==> config.mk <==
export PLATFORM = sky130hd
export DESIGN_NAME = fetch_ctrl
export DESIGN_NICKNAME = d
export VERILOG_FILES = /design/src/rtl/fetch_pkg.sv /design/src/rtl/fetch_watchdog.sv /design/src/rtl/fetch_ctrl.sv
export SDC_FILE = /design/constraint.sdc
export NUM_CORES = 1
export LEC_CHECK = 0
export BUFFER_PORTS_ARGS = -buffer_cell sky130_fd_sc_hd__buf_2
export CELL_PAD_IN_SITES_DETAIL_PLACEMENT = 1
export CELL_PAD_IN_SITES_GLOBAL_PLACEMENT = 2
export CORE_ASPECT_RATIO = 0.6
export CORE_MARGIN = 4
export CORE_UTILIZATION = 33
export DETAILED_ROUTE_END_ITERATION = 16
export PLACE_DENSITY = 0.81
export SLEW_MARGIN = 10
export SYNTH_ARGS = -nofsm -noshare
export SYNTH_HDL_FRONTEND = slang
export SYNTH_SLANG_ARGS = --single-unit
==> constraint.sdc <==
create_clock -name clk -period 3.06 [get_ports clk]
set_clock_uncertainty 0.15 [all_clocks]
set_input_delay 0.153 -clock clk [delete_from_list [all_inputs] [get_ports clk]]
set_output_delay 0.153 -clock clk [all_outputs]
set_load 0.02 [all_outputs]
==> src/rtl/fetch_pkg.sv <==
// fetch_pkg: shared state encoding and constants for the instruction-fetch stage.
package fetch_pkg;
  typedef enum logic [1:0] {BOOT, FETCH, HOLD, ERROR} fetch_state_t;
  localparam logic [31:0] PC_STEP = 32'd4;
  localparam int INSTR_W = 32;
  localparam logic [INSTR_W-1:0] NOP_INSTR = '0;
endpackage

==> src/rtl/fetch_watchdog.sv <==
// fetch_watchdog: counts consecutive FETCH cycles without imem_ready and flags a timeout.
module fetch_watchdog #(
  parameter int TIMEOUT_CYCLES = 255
) (
  input  logic clk,
  input  logic reset,
  input  logic en_i,
  output logic timeout_o
);
  logic [7:0] cnt_q;
  logic [7:0] cnt_d;
  assign cnt_d = en_i ? cnt_q + 8'd1 : 8'd0;
  assign timeout_o = en_i && cnt_q == 8'(TIMEOUT_CYCLES - 1);
  always_ff @(posedge clk or negedge reset)
    if (!reset) cnt_q <= '0;
    else cnt_q <= cnt_d;
endmodule

==> src/rtl/fetch_ctrl.sv <==
// fetch_ctrl: PC, instruction-memory request sequencing and IF/ID register.
// Define FETCH_TIMEOUT_EN to enable the imem_ready watchdog and sticky fetch_err.
module fetch_ctrl
  import fetch_pkg::*;
#(
  parameter logic [31:0] RESET_PC       = 32'h0000_0000,
  parameter int          BOOT_CYCLES    = 4,
  parameter int          TIMEOUT_CYCLES = 255
) (
  input  logic               clk,
  input  logic               reset,
  input  logic               stall,
  input  logic               EX_MEM_PCsrc,
  input  logic [31:0]        EX_MEM_NPC,
  output logic               imem_req,
  output logic [31:0]        imem_addr,
  input  logic               imem_ready,
  input  logic [INSTR_W-1:0] imem_rdata,
  output logic [INSTR_W-1:0] IF_ID_instr,
  output logic [31:0]        IF_ID_npc,
  output logic               IF_ID_valid,
  output logic               fetch_err
);
  if (BOOT_CYCLES < 1 || BOOT_CYCLES > 255) begin : g_bad_boot
    $error("BOOT_CYCLES out of range");
  end
  if (TIMEOUT_CYCLES < 1 || TIMEOUT_CYCLES > 255) begin : g_bad_timeout
    $error("TIMEOUT_CYCLES out of range");
  end
  fetch_state_t       state_q, state_d;
  logic [31:0]        pc_q, pc_d;
  logic [7:0]         boot_q, boot_d;
  logic [INSTR_W-1:0] hold_q, hold_d;
  logic [INSTR_W-1:0] instr_q, instr_d;
  logic [31:0]        npc_q, npc_d;
  logic               valid_q, valid_d;
  logic [31:0]        pc_inc, redirect_pc;
  logic               timeout;
  assign pc_inc      = pc_q + PC_STEP;
  assign redirect_pc = EX_MEM_NPC & ~32'd3;
  // Request is purely a function of state so an async reset drops it immediately.
  assign imem_req    = state_q == FETCH;
  assign imem_addr   = pc_q;
  assign IF_ID_instr = instr_q;
  assign IF_ID_npc   = npc_q;
  assign IF_ID_valid = valid_q;
`ifdef FETCH_TIMEOUT_EN
  logic err_q;
  fetch_watchdog #(.TIMEOUT_CYCLES(TIMEOUT_CYCLES)) u_wd (
    .clk      (clk),
    .reset    (reset),
    .en_i     (state_q == FETCH && !imem_ready && !EX_MEM_PCsrc),
    .timeout_o(timeout)
  );
  always_ff @(posedge clk or negedge reset)
    if (!reset) err_q <= 1'b0;
    else err_q <= err_q | timeout;
  assign fetch_err = err_q;
`else
  assign timeout   = 1'b0;
  assign fetch_err = 1'b0;
`endif
  always_comb begin
    state_d = state_q;
    pc_d    = pc_q;
    boot_d  = boot_q;
    hold_d  = hold_q;
    instr_d = instr_q;
    npc_d   = npc_q;
    valid_d = valid_q;
    case (state_q)
      BOOT: begin
        boot_d  = boot_q + 8'd1;
        state_d = boot_q == 8'(BOOT_CYCLES - 1) ? FETCH : BOOT;
      end
      FETCH: begin
        if (EX_MEM_PCsrc) begin
          pc_d    = redirect_pc;
          valid_d = 1'b0;
        end else if (timeout) begin
          state_d = ERROR;
          valid_d = 1'b0;
        end else if (imem_ready && !stall) begin
          instr_d = imem_rdata;
          npc_d   = pc_inc;
          valid_d = 1'b1;
          pc_d    = pc_inc;
        end else if (imem_ready) begin
          hold_d  = imem_rdata;
          state_d = HOLD;
        end else if (!stall) begin
          valid_d = 1'b0;
        end
      end
      HOLD: begin
        if (EX_MEM_PCsrc) begin
          pc_d    = redirect_pc;
          valid_d = 1'b0;
          state_d = FETCH;
        end else if (!stall) begin
          instr_d = hold_q;
          npc_d   = pc_inc;
          valid_d = 1'b1;
          pc_d    = pc_inc;
          state_d = FETCH;
        end
      end
      default: valid_d = 1'b0;
    endcase
  end
  always_ff @(posedge clk or negedge reset)
    if (!reset) begin
      state_q <= BOOT;
      pc_q    <= RESET_PC;
      boot_q  <= '0;
      hold_q  <= NOP_INSTR;
      instr_q <= NOP_INSTR;
      npc_q   <= '0;
      valid_q <= 1'b0;
    end else begin
      state_q <= state_d;
      pc_q    <= pc_d;
      boot_q  <= boot_d;
      hold_q  <= hold_d;
      instr_q <= instr_d;
      npc_q   <= npc_d;
      valid_q <= valid_d;
    end
endmodule
==> results of run 1 <==
-- power groups by stage --
stage	Clock, mW	Sequential, mW	Combinational, mW
after global routing	2.39	3.45	3.54
after global placement	0	3.25	3.08
after floorplan	0	3.80	1.46
after CTS	2.31	3.32	3.27
final	2.24	3.31	3.22
after detailed placement	0	3.33	3.18
-- kinds of logic (layout without fill, tap and decap cells) --
| group | Yosys count | in the layout |
|---|---|---|
| AOI/OAI and AO/OA | 153 | 153 |
| xor gates and xnor gates | 35 | 35 |
| adders and majority gates | 6 | 6 |
| buffers and inverters | 52 | 274 |
| DFF | 135 | 135 |
| muxes | 69 | 69 |
| other | 1 | 5 |
| and+or+nand+nor | 186 | 186 |
-- area by class of cell --
cell class                 count  area (sq um)  share of cell area (%)
clock inverter                 7           140                    1.56
multi-input combinational    454          3020                    33.7
clock buffer                  24           502                    5.60
timing repair buffer         236          1560                    17.4
inverter                       7          26.3                   0.293
sequential                   135          3380                    37.7
tap                          266           333                    3.71
-- registers in the layout, summed over array words and instances (netlist names) --
signal,cells
IF_ID_instr,32
hold_q,32
IF_ID_npc,30
imem_addr,30
boot_q,8
state_q,2
IF_ID_valid,1
-- through the flow --
step	setup WS [ns]	hold WS, ns
6_report	0.582	0.0308
5_1_grt	0.397	0.0293
4_1_cts	0.545	0.0109
3_5_place_dp	0.572	0.113
3_3_place_gp	0.688	0.101
2_1_floorplan	0.770	-0.293
-- layer usage --
| metal | up-vias | track usage [%] | part of all wire (%) |
|---|---|---|---|
| met3 | 18 | 4.45 | 4.7 |
| met1 | 2839 | 26.1 | 47 |
| met2 | 126 | 29.7 | 47 |
| met4 | 2 | 4.89 | 1.4 |
| met5 | - | 0 | 0.034 |
| li1 | 2689 | - | - |
-- synth_stat cells (3+ instances only) --
cell,instances
mux2i_1,34
buf_2,8
o21ai_1,6
nor3b_1,5
dfrtp_1,135
nand2_1,88
o21ai_0,78
buf_1,4
xor2_1,19
xnor2_1,16
and3_1,9
nor4_4,3
nor2_1,25
ha_1,6
mux2_2,35
a21oi_1,21
o311ai_1,3
a2bb2oi_1,3
buf_4,5
nand4_1,11
clkbuf_1,26
and4_1,4
nor4_1,5
a22oi_1,4
nand3_1,17
inv_1,6
o22ai_1,12
nor3_1,7
a31oi_1,4
-- how the worst max path moves through the flow --
stage | endpoint | slack, ns
after global placement | hold_q[8] | 0.69
final | hold_q[2] | 0.58
after CTS | hold_q[2] | 0.54
after global routing | hold_q[2] | 0.40
after detailed placement | hold_q[2] | 0.57
after floorplan | IF_ID_npc[2] | 0.77
-- worst max-delay path: cells and delay by family (launching register included) --
kind / cells / cell delay, ns
adder cells (fa/ha/maj): 1 / 0.33
buffers and inverters: 1 / 0.11
AND/OR/NAND/NOR: 1 / 0.76
multiplexers: 1 / 0.58
flip-flops: 1 / 0.41
-- what timing repair did --
item                      in CTS  in global routing
setup buffers                  0                  0
hold buffers                  63                  0
hold endpoints to repair     169                  0
==> reports/qor_table.md, run 1 <==
| Metric | Value |
|---|---|
| CP max stage cell | nand3_2 |
| Avg Cell Area, Syn | 10.3 sq um |
| Final net count | 926 |
| Count of distinct cell types in the synthesized netlist | 57 |
| Global-route usage over all layers | 18.8% |
| Crit path capture type | flop |
| Latest clock arrival within the worst-skew pair | 0.42 ns |
| Share of power burned in registers | 37.7% |
| Area post-placement | 7690 sq um |
| Worst EP required | 3.20 ns |
| Full die area | 22300 sq um |
| Category of the most critical setup path | reg -> reg |
| Cells on Worst Hold Path | 4 |
| DRC violation total after the first TritonRoute iteration | 364 |
| Vias per Instance | 5.03 |
| Number of instances in the synthesized netlist | 637 |
| Finished Layout Cells | 1129 |
| Clock sink total | 135 |
| Simple-Gate Fraction of Synth Area | 14.6% |
| Wire length per cell | 18.2 um |
| Warnings from Yosys | 0 |
| Fraction of the mapped netlist area in compound gates | 13.6% |
| Crit path launch type | flop |
| Total net switching power | 3.47 mW |
| Antenna cell count | 0 |
| Sequential-to-total area share from yosys stat | 51.3% |
| Critical Path Source | state_q[1] |
| Critical register-to-register path endpoint | hold_q[2] |
| Total Negative Setup Slacks | 0 ns |
| Effective utilization at floorplan | 34.1% |
| Final Core Density | 46.4% |
| Synthesis-to-layout area growth | 36.2% |
| Commonest non-fill, non-tap cells in the layout | buf_2, dfrtp_1, nand2_1 |
| Total power | 8.78 mW |
| Row Count | 39 |
| Clock Root Buffer | clkbuf_16 |
| Setup slack on the worst flop-to-flop path | 0.58 ns |
| Maximum vdd drop | 0.404 mV |
| First-pass DRT Iterations | 6 |
| Chip height | 117 um |
| Launching point of the worst reg2reg path | state_q[1] |
| First-pass GRT wire length | 33.9 mm |
| Number of enable-type register cells in the synthesized netlist | 0 |
| Fill cell count | 2195 |
| Total wire length after detailed routing | 20.5 mm |
| Synthesized-area fraction occupied by adder cells | 1.14% |
| Post-DP HPWL | 14.4 mm |
| Worst reg2reg path depth | 4 |
| Run status | completed |
| Core outline area | 19300 sq um |
| Number of levels in the clock H-tree | 4 |
| Async SR Flop Fraction | 100% |
| Port Buf Inserts | 160 |
| Signal arrival time at the worst endpoint | 2.62 ns |
| Area contributors post-synth | dfrtp_1, mux2_2, o21ai_0 |
| Post-synthesis share of cell area spent on xor and xnor gates | 4.66% |
| Netlist Area Pre-Place | 6580 sq um |
| Number of placed instances with taps included | 1035 |
| Clock network fraction of total power | 25.6% |
| Cell type contributing the most total cell area after synthesis | dfrtp_1 |
| Largest stage delay on the critical path | 0.76 ns |
| TritonCTS clock tree | done |
| Number of max-slew violations in the final report | 0 |
| Main flop type after synthesis | dfrtp_1 |
| Vias | 5674 |
| Minimum clock period after layout | 2.48 ns |
| Setup violators final | 0 |
| Commonest non-fill, non-tap cell in the layout | buf_2 |
| Ratio of total power to cell area | 979 nW/um^2 |
| Worst relative slew slack | 39.7% |
| Series of cell instances along the critical path | inv_1 > ha_1 > nand3_2 > mux2_2 |
| Area of all placed cells without fillers | 8960 sq um |
| Hold Vio Cnt, Final | 0 |
| Crit share post-route | 81.0% |
| Die width | 190 um |
| Number of antenna violations at the first check in global routing | 1 |
| Final GP Congestion | 0.778 |
| Worst hold path class | in -> reg |
| Seq cells post-synth | 135 |
| Critical Path Fanout Max | 32 |
| Worst-case clock buffer depth | 2 |
| Number of CTS-inserted buffers | 17 |
| Pin slew with the least headroom to its limit | 0.903 ns |
| Sum of overflow across all layers after global routing | 0 |
| Proportion of power drawn by combinational gates | 36.7% |
| Drc violations | 0 |
| P_int | 5.31 mW |
| Fraction of layout cells with a size suffix above 1 | 29.5% |
| Launch point of the worst hold path | EX_MEM_NPC[13] |
| Pleak | 4.10 nW |
| Boundary Pins | 168 |
| Via count of the first global-routing pass | 6172 |
| CTS clock-pin slew for the worst setup and hold paths | 0.06 ns |
| Setup repair after global routing missed its margin | false |
| ANT nets after route | 0 |
| Sw frac | 39.5% |
| Pin count of the biggest net entering global routing | 80 |
| Max Cap Viol | 0 |
| Hold Crit Endpoint | imem_addr[13] |
| Proportion of synthesized area in mux cells | 11.2% |
| Yosys top cell area share | 51.3% |
| Combinational family with the most area after synthesis | simple AND/OR/NAND/NOR gates |
| CTS resizes | 0 |
| Maximum achievable frequency | 403 MHz |
Note: power is estimated with default switching activity, not from simulation.
==> inputs of run 2 (changes only) <==
Settings changed: ABC_AREA set to 1, CORE_UTILIZATION 33 to 28, PLACE_DENSITY 0.81 to 0.78.
Clock period 3.06 ns to 2.2 ns, I/O delays scaled along.
==> reports/qor_table.md, run 2 <==
| Metric | Value |
|---|---|
| Clock sink total | 135 |
| Port Buf Inserts | 160 |
| Number of enable-type register cells in the synthesized netlist | 0 |
| Total power | 13.1 mW |
| Yosys top cell area share | 50.8% |
| Most repeated library cell on the critical path | nand2_1 |
| Category of the most critical setup path | reg -> reg |
| Largest stage delay on the critical path | 0.44 ns |
| CP max stage cell | dfrtp_1 |
| Cell type contributing the most total cell area after synthesis | dfrtp_1 |
| Sw frac | 42.6% |
| Avg Cell Area, Syn | 8.09 sq um |
| Worst relative slew slack | 58.6% |
| Fill cell count | 2840 |
| Max Used Layer | met4 |
| Number of CTS-inserted buffers | 17 |
| Number of instances in the synthesized netlist | 822 |
| Final Core Density | 39.9% |
| Proportion of power drawn by combinational gates | 42.3% |
| Area post-placement | 7970 sq um |
| ANT nets after route | 0 |
| Synthesized-area fraction occupied by adder cells | 1.13% |
| First-pass DRT Iterations | 5 |
| Netlist Area Pre-Place | 6650 sq um |
| Fraction of layout cells with a size suffix above 1 | 25.1% |
| Commonest non-fill, non-tap cells in the layout | nand2_1, buf_2, dfrtp_1 |
| Minimum clock period after layout | 2.07 ns |
| Met3 Routed Length | 1.24 mm |
| Vias | 6368 |
| Pleak | 4.47 nW |
| Synthesis-to-layout area growth | 39.3% |
| Row Count | 43 |
| Count of distinct cell types in the synthesized netlist | 30 |
| First-pass GRT wire length | 37.3 mm |
| Antenna cell count | 0 |
| CTS clock-pin slew for the worst setup and hold paths | 0.06 ns |
| Number of antenna violations at the first check in global routing | 0 |
| Clock network fraction of total power | 22.2% |
| Chip height | 127 um |
| Routed metal-1 wire length | 12.6 mm |
| Number of max-slew violations in the final report | 0 |
| Signal arrival time at the worst endpoint | 2.24 ns |
| Commonest non-fill, non-tap cell in the layout | nand2_1 |
| Sequential-to-total area share from yosys stat | 50.8% |
| DRC violation total after the first TritonRoute iteration | 348 |
| Run status | completed |
| Share of power burned in registers | 35.5% |
| Total setup buffers inserted after CTS | 0 |
| Die width | 207 um |
| Worst Hold Slack | 0.0663 ns |
| Fraction of the mapped netlist area in compound gates | 7.52% |
| Final net count | 1139 |
| Setup repair after global routing missed its margin | true |
| Multi-input logic area | 2910 sq um |
| P_int | 7.54 mW |
| Ratio of total power to cell area | 1420 nW/um^2 |
| Worst EP required | 2.37 ns |
| Proportion of synthesized area in mux cells | 5.42% |
| Crit path capture type | flop |
| Wire length per cell | 17.0 um |
| Post-DP HPWL | 16.8 mm |
| Area contributors post-synth | dfrtp_1, nand2_1, nor2_1 |
| Drc violations | 0 |
| Effective utilization at floorplan | 28.6% |
| Full die area | 26400 sq um |
| Warnings from Yosys | 0 |
| Post-synthesis share of cell area spent on xor and xnor gates | 1.84% |
| Async SR Flop Fraction | 100% |
| Top cells by instance count after synthesis | nand2_1, dfrtp_1, nor2_1 |
| Number of levels in the clock H-tree | 4 |
| Total net switching power | 5.60 mW |
| Pin slew with the least headroom to its limit | 0.621 ns |
| Most numerous cell in the Yosys netlist | nand2_1 |
| Launching point of the worst reg2reg path | imem_addr[3] |
| Sum of overflow across all layers after global routing | 0 |
| Simple-Gate Fraction of Synth Area | 27.4% |
| Crit path launch type | flop |
| Worst-case clock buffer depth | 2 |
| Boundary Pins | 168 |
| Core outline area | 23200 sq um |
| Pin count of the biggest net entering global routing | 59 |
| Final GP Congestion | 0.800 |
| Crit share post-route | 94.0% |
| Hold Vio Cnt, Final | 0 |
| Area of all placed cells without fillers | 9260 sq um |
| Global-route usage over all layers | 18.4% |
| Critical Path Source | imem_addr[3] |
| Main flop type after synthesis | dfrtp_1 |
| Combinational family with the most area after synthesis | simple AND/OR/NAND/NOR gates |
| Maximum achievable frequency | 483 MHz |
| Series of cell instances along the critical path | ha_1 > nand2_1 > nor2_1 > nand2_1 > nor2_2 > nand2_1 > nand2_1 > nand2_1 > nand2_1 > nand2_1 |
| Setup violators final | 0 |
| Latest clock arrival within the worst-skew pair | 0.43 ns |
| Amount of wire on met2 after detailed routing | 9.59 mm |
| Seq cells post-synth | 135 |
| Critical Path Fanout Max | 5 |
| Via count of the first global-routing pass | 6664 |
| Max Cap Viol | 0 |
| Total Negative Setup Slacks | 0 ns |
| Worst hold path class | in -> async |
| Maximum vdd drop | 0.636 mV |
| Vias per Instance | 4.58 |
| TritonCTS clock tree | done |
| Clock Root Buffer | clkbuf_16 |
| Combined flip-flop and latch cell area | 3380 sq um |
| Total wire length after detailed routing | 23.7 mm |
==> run 2: metrics by stage <==
stage          setup WS [ns]  cells
3_3_place_gp           0.191   1293
6_report               0.132   1391
2_1_floorplan          0.243    826
5_1_grt              -0.0336   1391
4_1_cts               0.0682   1390
3_5_place_dp          0.0899   1293
==> run 2: worst max-delay path, delay by kind of cell, from the launching register on <==
family	cells	cell delay [ns]
fa+ha+maj	1	0.24
flops	1	0.44
simple gates	9	1.12
==> run 2: layout make-up <==
| type | count | area share (%) |
|---|---|---|
| timing repair buffer | 259 | 19.6 |
| tap | 315 | 4.25 |
| multi-input combinational | 606 | 31.4 |
| clock inverter | 10 | 1.31 |
| sequential | 135 | 36.5 |
| clock buffer | 21 | 5.08 |
| inverter | 45 | 1.86 |
==> run 2: what timing repair did <==
item | CTS | global route
gates resized for setup | 0 | 8
endpoints found under the setup margin | 0 | 20
hold endpoints to repair | 231 | 0
hold buffers | 66 | 0
==> run 2: power by group through the flow <==
stage	Combinational, mW	Sequential, mW	Clock, mW
after floorplan	2.44	5.53	0
after global placement	5.36	4.66	0
after detailed placement	5.48	4.72	0
after CTS	5.58	4.69	2.99
after global routing	6.18	4.87	3.11
final	5.56	4.67	2.91
==> run 2: cell families after synthesis <==
family | count (synthesis)
flops | 135
fa+ha+maj | 6
simple gates | 462
other cells | 1
mux | 32
xor+xnor | 14
compound gates | 87
buf+inv | 85
==> run 2: path summary, 6_finish.rpt <==
path / endpoint / slack [ns] / cells after the start
min in group clk: hold_q[16] / 0.31 / 3
hold / removal: IF_ID_npc[28] / 0.07 / 2
setup / recovery: IF_ID_npc[22] / 0.13 / 10
max in group asynchronous: hold_q[7] / 1.18 / 3
setup reg to reg: IF_ID_npc[22] / 0.13 / 10
hold reg to reg: IF_ID_npc[9] / 0.32 / 2
==> run 2: metal layers <==
| layer | track usage (%) | vias to the layer above |
|---|---|---|
| li1 | - | 3130 |
| met1 | 28.9 | 3065 |
| met2 | 25.3 | 153 |
| met3 | 4.11 | 20 |
| met4 | 4.54 | 0 |
| met5 | 0 | - |
==> inputs of run 3 (changes only) <==
Settings changed: GPL_TIMING_DRIVEN set to 0.
==> reports/qor_table.md, run 3 (same netlist as run 2, synthesis figures left out) <==
| Metric | Value |
|---|---|
| Signal arrival time at the worst endpoint | 2.27 ns |
| Worst relative slew slack | 45.2% |
| Clock sink total | 135 |
| DRC violation total after the first TritonRoute iteration | 308 |
| Pin slew with the least headroom to its limit | 0.822 ns |
| Finished Layout Cells | 1402 |
| Port Buf Inserts | 160 |
| Maximum achievable frequency | 474 MHz |
| Final net count | 1149 |
| Number of levels in the clock H-tree | 4 |
| Final Core Density | 39.8% |
| Run status | completed |
| Worst EP required | 2.37 ns |
| Setup repair after global routing missed its margin | true |
| Commonest non-fill, non-tap cell in the layout | nand2_1 |
| Clock Root Buffer | clkbuf_16 |
| Core outline area | 23200 sq um |
| ANT nets after route | 0 |
| Crit share post-route | 95.8% |
| Total wire length after detailed routing | 24.8 mm |
| Final GP Congestion | 0.810 |
| Crit path capture type | flop |
| Placement-stage worst setup slack | -0.277 ns |
| Maximum vdd drop | 0.569 mV |
| Fraction of layout cells with a size suffix above 1 | 25.4% |
| Hold Vio Cnt, Final | 0 |
| Pleak | 4.44 nW |
| Effective utilization at floorplan | 28.6% |
| Number of max-slew violations in the final report | 0 |
| Commonest non-fill, non-tap cells in the layout | nand2_1, buf_2, dfrtp_1 |
| Number of CTS-inserted buffers | 17 |
| TritonCTS clock tree | done |
| Global-route usage over all layers | 18.9% |
| Row Count | 43 |
| First-pass DRT Iterations | 5 |
| Worst hold path class | in -> async |
| Total Negative Setup Slacks | 0 ns |
| Synthesis-to-layout area growth | 38.9% |
| Max Cap Viol | 0 |
| Category of the most critical setup path | in -> reg |
| Total power | 13.0 mW |
| Final WS setup | 0.0920 ns |
| Crit path launch type | input port |
| Critical Path Fanout Max | 10 |
| Number of antenna violations at the first check in global routing | 0 |
| Boundary Pins | 168 |
| Minimum clock period after layout | 2.11 ns |
| Die width | 207 um |
| Vias per Instance | 4.59 |
| Worst-case clock buffer depth | 2 |
| Full die area | 26400 sq um |
| Sum of overflow across all layers after global routing | 0 |
| Wire length per cell | 17.7 um |
| First-pass GRT wire length | 37.9 mm |
| Chip height | 127 um |
| Vias | 6436 |
| Number of placed instances with taps included | 1302 |
| Latest clock arrival within the worst-skew pair | 0.43 ns |
| Antenna cell count | 0 |
| Ratio of total power to cell area | 1410 nW/um^2 |
| Pin count of the biggest net entering global routing | 79 |
| Drc violations | 0 |
| CTS clock-pin slew for the worst setup and hold paths | 0.07 ns |
| Fill cell count | 2856 |
| Via count of the first global-routing pass | 6377 |
| Setup violators final | 0 |
| Post-DP HPWL | 18.3 mm |
[run 3: cell types whose count changed in the layout (fill, tap and decap cells not counted), sizes merged]
cell    before  now
buf        192  184
bufinv       2    1
clkbuf      22   38
inv         45   49
[run 3: cell type report]
class | instances | area [sq um] | area share, %
Sequential cell | 135 | 3380 | 36.6
Multi-Input combinational cell | 606 | 2960 | 32.1
Timing Repair Buffer | 229 | 1510 | 16.4
Clock buffer | 19 | 433 | 4.69
Tap cell | 315 | 394 | 4.27
Buffer | 40 | 265 | 2.87
Inverter | 45 | 169 | 1.83
Clock inverter | 13 | 123 | 1.33
[run 3: report_power, final]
group / total, mW / switching, mW / internal (mW)
clock network: 2.78 / 1.22 / 1.57
registers: 4.71 / 0.986 / 3.72
logic: 5.56 / 3.55 / 2.01
total: 13.0 / 5.75 / 7.29
[run 3: worst paths after layout]
check	startpoint	endpoint	slack, ns	cells past startpoint
worst max register to register	imem_addr[2]	IF_ID_npc[22]	0.12	10
max in group asynchronous	reset	state_q[0]	1.06	3
worst min-delay path	reset	IF_ID_npc[30]	0.02	2
worst max-delay path	EX_MEM_PCsrc	imem_addr[19]	0.09	8
worst min register to register	IF_ID_npc[22]	IF_ID_npc[22]	0.33	2
min in group clk	imem_rdata[13]	hold_q[13]	0.32	3
[run 3: layer usage]
layer	vias to the layer above	part of all wire, %	GRT usage, %
met3	13	5.1	4.13
met5	-	0	0
met2	135	40	25.5
met1	3146	55	30.6
li1	3142	-	-
met4	0	0.69	3.65
[run 3: metrics by stage]
step | instance area (sq um) | hold slack, ns
6_report | 9240 | 0.0233
5_1_grt | 9240 | 0.0610
4_1_cts | 9150 | 0.0347
3_5_place_dp | 7900 | -0.0813
3_3_place_gp | 7860 | 0.213
2_1_floorplan | 6670 | -0.336
[run 3: what timing repair did]
action,in CTS,in global routing
hold endpoints to repair,232,0
cloned,0,0
hold buffers,66,0
resized for setup,7,30
setup endpoints to repair,81,113
buffers inserted,2,0
[run 3: worst max-delay path, cell delays in order]
cell and delay [ns]:
dlygate4sd3_1 0.54, buf_2 0.17, inv_2 0.12, buf_2 0.28
buf_1 0.66, nand3_1 0.22, nand2_1 0.10, nand2_1 0.05
